===== src/rtl/vga_pkg.sv =====
// Shared types for the mouse-to-pixel position path.
`timescale 1ns/1ps
package vga_pkg;

   typedef logic [11:0] pos_t;

   typedef enum logic [1:0] {
      IDLE,
      REQ_HI,
      ACK_WAIT_LO
   } hs_state_e;

endpackage


===== src/rtl/bit_sync.sv =====
// Generic single-bit synchroniser, async active-low reset; usable on either side of a crossing.
`timescale 1ns/1ps
module bit_sync #(
   parameter int STAGES = 2
) (
   input  logic clk,
   input  logic rst_n,
   input  logic d,
   output logic q
);

   logic [STAGES-1:0] sync_p;

   always_ff @(posedge clk or negedge rst_n) begin
      if (!rst_n) begin
         sync_p <= '0;
      end else begin
         sync_p <= {sync_p[STAGES-2:0], d};
      end
   end

   assign q = sync_p[STAGES-1];

endmodule


===== src/rtl/pos_handshake_tx.sv =====
// Source half of the mouse-position CDC: holds the newest xpos/ypos on a stable bus under a
// 4-phase req/ack handshake, coalescing updates that arrive while a transfer is in flight.
`timescale 1ns/1ps
module pos_handshake_tx
   import vga_pkg::*;
#(
   parameter int POS_W       = $bits(pos_t),
   parameter int SYNC_STAGES = 2,
   parameter int SKIP_DUP    = 1,
   parameter int CNT_W       = 16
) (
   input  logic             clk100MHz,
   input  logic             rst_n,
   input  logic             pos_valid,
   input  logic [POS_W-1:0] xpos_in,
   input  logic [POS_W-1:0] ypos_in,
   input  logic             ack_in,
   output logic             req_out,
   output logic [POS_W-1:0] xpos_bus,
   output logic [POS_W-1:0] ypos_bus,
   output logic             busy,
   output logic [CNT_W-1:0] drop_cnt
);

   function automatic logic [CNT_W-1:0] sat_inc(input logic [CNT_W-1:0] v);
      return (&v) ? v : v + 1'b1;
   endfunction

   hs_state_e        state;
   logic             ack_sync;
   logic [POS_W-1:0] pend_x;
   logic [POS_W-1:0] pend_y;
   logic             pend_vld;
   logic             is_dup;
   logic             take_new;

   bit_sync #(.STAGES(SYNC_STAGES)) u_ack_sync (
      .clk   (clk100MHz),
      .rst_n (rst_n),
      .d     (ack_in),
      .q     (ack_sync)
   );

   // The bus registers only change on a launch, so they double as the last-sent pair.
   assign is_dup   = (SKIP_DUP != 0) && (xpos_in == xpos_bus) && (ypos_in == ypos_bus);
   assign take_new = pos_valid && !is_dup;

   always_ff @(posedge clk100MHz or negedge rst_n) begin
      if (!rst_n) begin
         state    <= IDLE;
         req_out  <= 1'b0;
         busy     <= 1'b0;
         xpos_bus <= '0;
         ypos_bus <= '0;
         pend_x   <= '0;
         pend_y   <= '0;
         pend_vld <= 1'b0;
         drop_cnt <= '0;
      end else begin
         case (state)
            IDLE: begin
               // A stuck-high ack blocks launches; updates meanwhile wait in pending.
               if (!ack_sync && take_new) begin
                  xpos_bus <= xpos_in;
                  ypos_bus <= ypos_in;
                  req_out  <= 1'b1;
                  busy     <= 1'b1;
                  state    <= REQ_HI;
                  pend_vld <= 1'b0;
                  if (pend_vld) drop_cnt <= sat_inc(drop_cnt);
               end else if (!ack_sync && pend_vld) begin
                  xpos_bus <= pend_x;
                  ypos_bus <= pend_y;
                  req_out  <= 1'b1;
                  busy     <= 1'b1;
                  state    <= REQ_HI;
                  pend_vld <= 1'b0;
               end else if (take_new) begin
                  pend_x   <= xpos_in;
                  pend_y   <= ypos_in;
                  pend_vld <= 1'b1;
                  if (pend_vld) drop_cnt <= sat_inc(drop_cnt);
               end
            end
            REQ_HI: begin
               if (ack_sync) begin
                  req_out <= 1'b0;
                  state   <= ACK_WAIT_LO;
               end
               if (take_new) begin
                  pend_x   <= xpos_in;
                  pend_y   <= ypos_in;
                  pend_vld <= 1'b1;
                  if (pend_vld) drop_cnt <= sat_inc(drop_cnt);
               end
            end
            ACK_WAIT_LO: begin
               if (!ack_sync) begin
                  // Transfer complete: the freshest sample wins over anything pending.
                  if (take_new) begin
                     xpos_bus <= xpos_in;
                     ypos_bus <= ypos_in;
                     req_out  <= 1'b1;
                     state    <= REQ_HI;
                     pend_vld <= 1'b0;
                     if (pend_vld) drop_cnt <= sat_inc(drop_cnt);
                  end else if (pend_vld) begin
                     xpos_bus <= pend_x;
                     ypos_bus <= pend_y;
                     req_out  <= 1'b1;
                     state    <= REQ_HI;
                     pend_vld <= 1'b0;
                  end else begin
                     busy  <= 1'b0;
                     state <= IDLE;
                  end
               end else if (take_new) begin
                  pend_x   <= xpos_in;
                  pend_y   <= ypos_in;
                  pend_vld <= 1'b1;
                  if (pend_vld) drop_cnt <= sat_inc(drop_cnt);
               end
            end
            default: begin
               req_out <= 1'b0;
               busy    <= 1'b0;
               state   <= IDLE;
            end
         endcase
      end
   end

endmodule


===== config.mk =====
export PLATFORM = sky130hd
export DESIGN_NAME = pos_handshake_tx
export DESIGN_NICKNAME = d
export VERILOG_FILES = /design/src/rtl/vga_pkg.sv /design/src/rtl/bit_sync.sv /design/src/rtl/pos_handshake_tx.sv
export SDC_FILE = /design/constraint.sdc
export NUM_CORES = 1
export LEC_CHECK = 0
export CAP_MARGIN = 20
export CELL_PAD_IN_SITES_DETAIL_PLACEMENT = 1
export CELL_PAD_IN_SITES_GLOBAL_PLACEMENT = 2
export CORE_UTILIZATION = 36
export DETAILED_ROUTE_END_ITERATION = 8
export PLACE_DENSITY = 0.84
export SETUP_SLACK_MARGIN = 0.3
export SLEW_MARGIN = 20
export SYNTH_ARGS = -nofsm -noshare
export SYNTH_HDL_FRONTEND = slang
export SYNTH_HIERARCHICAL = 1
export SYNTH_SLANG_ARGS = --single-unit

===== constraint.sdc =====
create_clock -name clk100MHz -period 4.9 [get_ports clk100MHz]
set_input_delay 0.735 -clock clk100MHz [delete_from_list [all_inputs] [get_ports clk100MHz]]
set_output_delay 0.735 -clock clk100MHz [all_outputs]
set_load 0.01 [all_outputs]

==> metrics.txt <==
Synth Net Count 351; first-pass GRT wire length 14.6 mm; die area 10,400 um2; initial antenna violation count 0; DRT antenna net count 0; num ports 70; f_max 0.329 GHz; P_leak 1.88 nW; Hold Crit Class flop to flop; ys async rst share 100%; Post-synth top cells 71 x dfrtp_1, 34 x nor2_1, 29 x a21oi_1; 1st-pass router iterations 4; final cell count without fillers 526; drt drc 0; H-tree levels 3; RSZ-0062 raised after global routing no; Final HPWL DP 6.14 mm; WHS 0.353 ns; Tcrit/Tclk final 62.0%; Synth Warn # 6; CTS sink count 71; Worst-path clk slew 0.07 ns; via/cell ratio 5.10; Final #Nets 422; postcts setup bufs 0; Least-Margin Pin Slew 1.10 ns; vias in the first global route 2,846; Final Hold Fails 0; detailed-route via count 2,680; critical path arrival 3.26 ns; setup TNS 0 ns; input/output buffers 69; DRT iter0 DRCs 85; Post-Synthesis Cell Area 3580 um2; worst-path fanout max 24; Setup CP Type input pin to flop; Layout Skew 0.00928 ns; final WL 8.66 mm; flops & latches, synth 71; clock root buffer clkbuf_8; core area 9730 um2; area of the multi-input gates 1710 um2; Skew-Pair Late Insertion Delay 0.34 ns; CTS Hold Bufs 0; Synth Area per Inst 11.3 um2; Worst setup EP type flop; CTS Buf Count 9; ys flop type dfrtp_1; GP Congestion 0.770; Area contributors post-synth dfrtp_1 50%, mux2_1 7.5%, mux2i_1 7.0%, xor2_1 5.9%, a21oi_1 4.1%; outcome complete, no violations; max-slew violations 0; Mapped Cells 317; initial core utilization 36.8%; Reg area 1780 um2; Die W 102 um; Worst slew margin 26.4%; Seq/Total Area, Yosys 49.6%; leading area contributor after synthesis dfrtp_1; GRT overflow 0; P&R area growth vs syn 28.1%; design area 4590 um2; total track usage 18.9%; WL per Instance 16.5 um; number of synthesized flops with an enable pin 0; placed cell count 510; maximum VDD drop 0.264 mV; pin count of the biggest net entering global routing 49; Die Span Y 102 um; min Tclk post-route 3.04 ns; # rows 36; Critical Path RT 5.12 ns; cell with the most instances after synthesis dfrtp_1; fillers 1,097; setup violators final 0; post-CTS sizing 0; PD cells 573 nW/um2; max_cap viols 0; diode count 0; layout cell share with drive strength beyond 1 7.38%; CTS tree built; Clock Path Buffers 2; placed cell areas 4380 um2; distinct cell type count after synthesis 41; Critical Path Source Type input pin; area share of the largest cell type after synthesis 49.6%
metal layers:
metal / up-vias / track usage (%) / part of all wire [%] / wire, um
met5: - / 0 / 0 / 0
met4: 0 / 8.70 / 1.9 / 161
met3: 12 / 2.90 / 2.3 / 198
met2: 46 / 30.9 / 49 / 4240
met1: 1352 / 24.6 / 47 / 4060
li1: 1270 / - / - / -
kinds of logic after synthesis:
family	count (synthesis)	synth area share, %
AOI/OAI and AO/OA	48	8.49
xor gates and xnor gates	35	8.55
adders and majority gates	6	2.09
buffers and inverters	18	2.93
DFF	71	49.6
muxes	52	15.5
and+or+nand+nor	87	12.9
where the power goes:
part	total, W	internal [W]	switching [W]
clock network	0.000493	0.000276	0.000217
registers	0.00103	0.000832	0.000197
logic	0.00111	0.000567	0.000543
total	0.00263	0.00168	0.000957
path summary, 6_finish.rpt:
kind | start | end | slack, ns | cells past startpoint
max | ypos_in[1] | pend_x[2]$_DFFE_PN0P_ | 1.86 | 8
min | u_ack_sync/sync_p[0]$_DFF_PN0_ | u_ack_sync/sync_p[1]$_DFF_PN0_ | 0.35 | 0
max reg2reg | ypos_bus[1]$_DFFE_PN0P_ | pend_x[2]$_DFFE_PN0P_ | 2.29 | 7
min reg2reg | u_ack_sync/sync_p[0]$_DFF_PN0_ | u_ack_sync/sync_p[1]$_DFF_PN0_ | 0.35 | 0
max in group asynchronous | rst_n | ypos_bus[3]$_DFFE_PN0P_ | 3.44 | 2
min in group asynchronous | rst_n | ypos_bus[5]$_DFFE_PN0P_ | 0.43 | 1
cell type report:
class,instances,area share (%)
Clock buffer,13,3.68
Clock inverter,3,0.872
Inverter,6,0.490
Multi-Input combinational cell,228,37.2
Sequential cell,71,38.7
Tap cell,133,3.62
Timing Repair Buffer,72,15.4
sequential cells by signal, summed over array words and instances, names as in the netlist:
register	flops
drop_cnt	16
pend_x	12
pend_y	12
xpos_bus	12
ypos_bus	12
state	2
u_ack_sync/sync_p	2
busy	1
pend_vld	1
req_out	1
worst max-delay path, stage by stage:
cell	delay, ns
clkdlybuf4s50_1	0.45
xor2_1	0.19
nor4_2	0.42
nand4_2	0.30
o21ai_4	0.29
or3_1	0.16
buf_4	0.33
mux2_1	0.37
stage by stage:
stage / worst slack (ns) / power, W / util [%]
after global placement: 1.56 / 0.00212 / 45.0
after detailed placement: 1.53 / 0.00216 / 45.0
after global routing: 1.72 / 0.00284 / 47.2
final: 1.86 / 0.00263 / 47.2
after CTS: 1.88 / 0.00267 / 47.2
after floorplan: 2.44 / 0.00170 / -
cell usage in the layout, fill, tap and decap left out, drive strengths merged, types with 2 or more instances in the layout:
master          n
mux2i          25
inv             6
o21ai           4
nand3          11
xor2           24
nor2           34
clkinv          2
and2            3
and4            2
a32oi           2
dfrtp          71
buf             4
o311a           2
or3             3
nor3            3
nor4            6
nand4           9
a21oi          30
xnor2          11
a211oi          2
ha              6
nand2           7
mux2           27
clkbuf         13
and3            5
nand2b          3
clkdlybuf4s50  68
(Power assumes the default switching activity.)
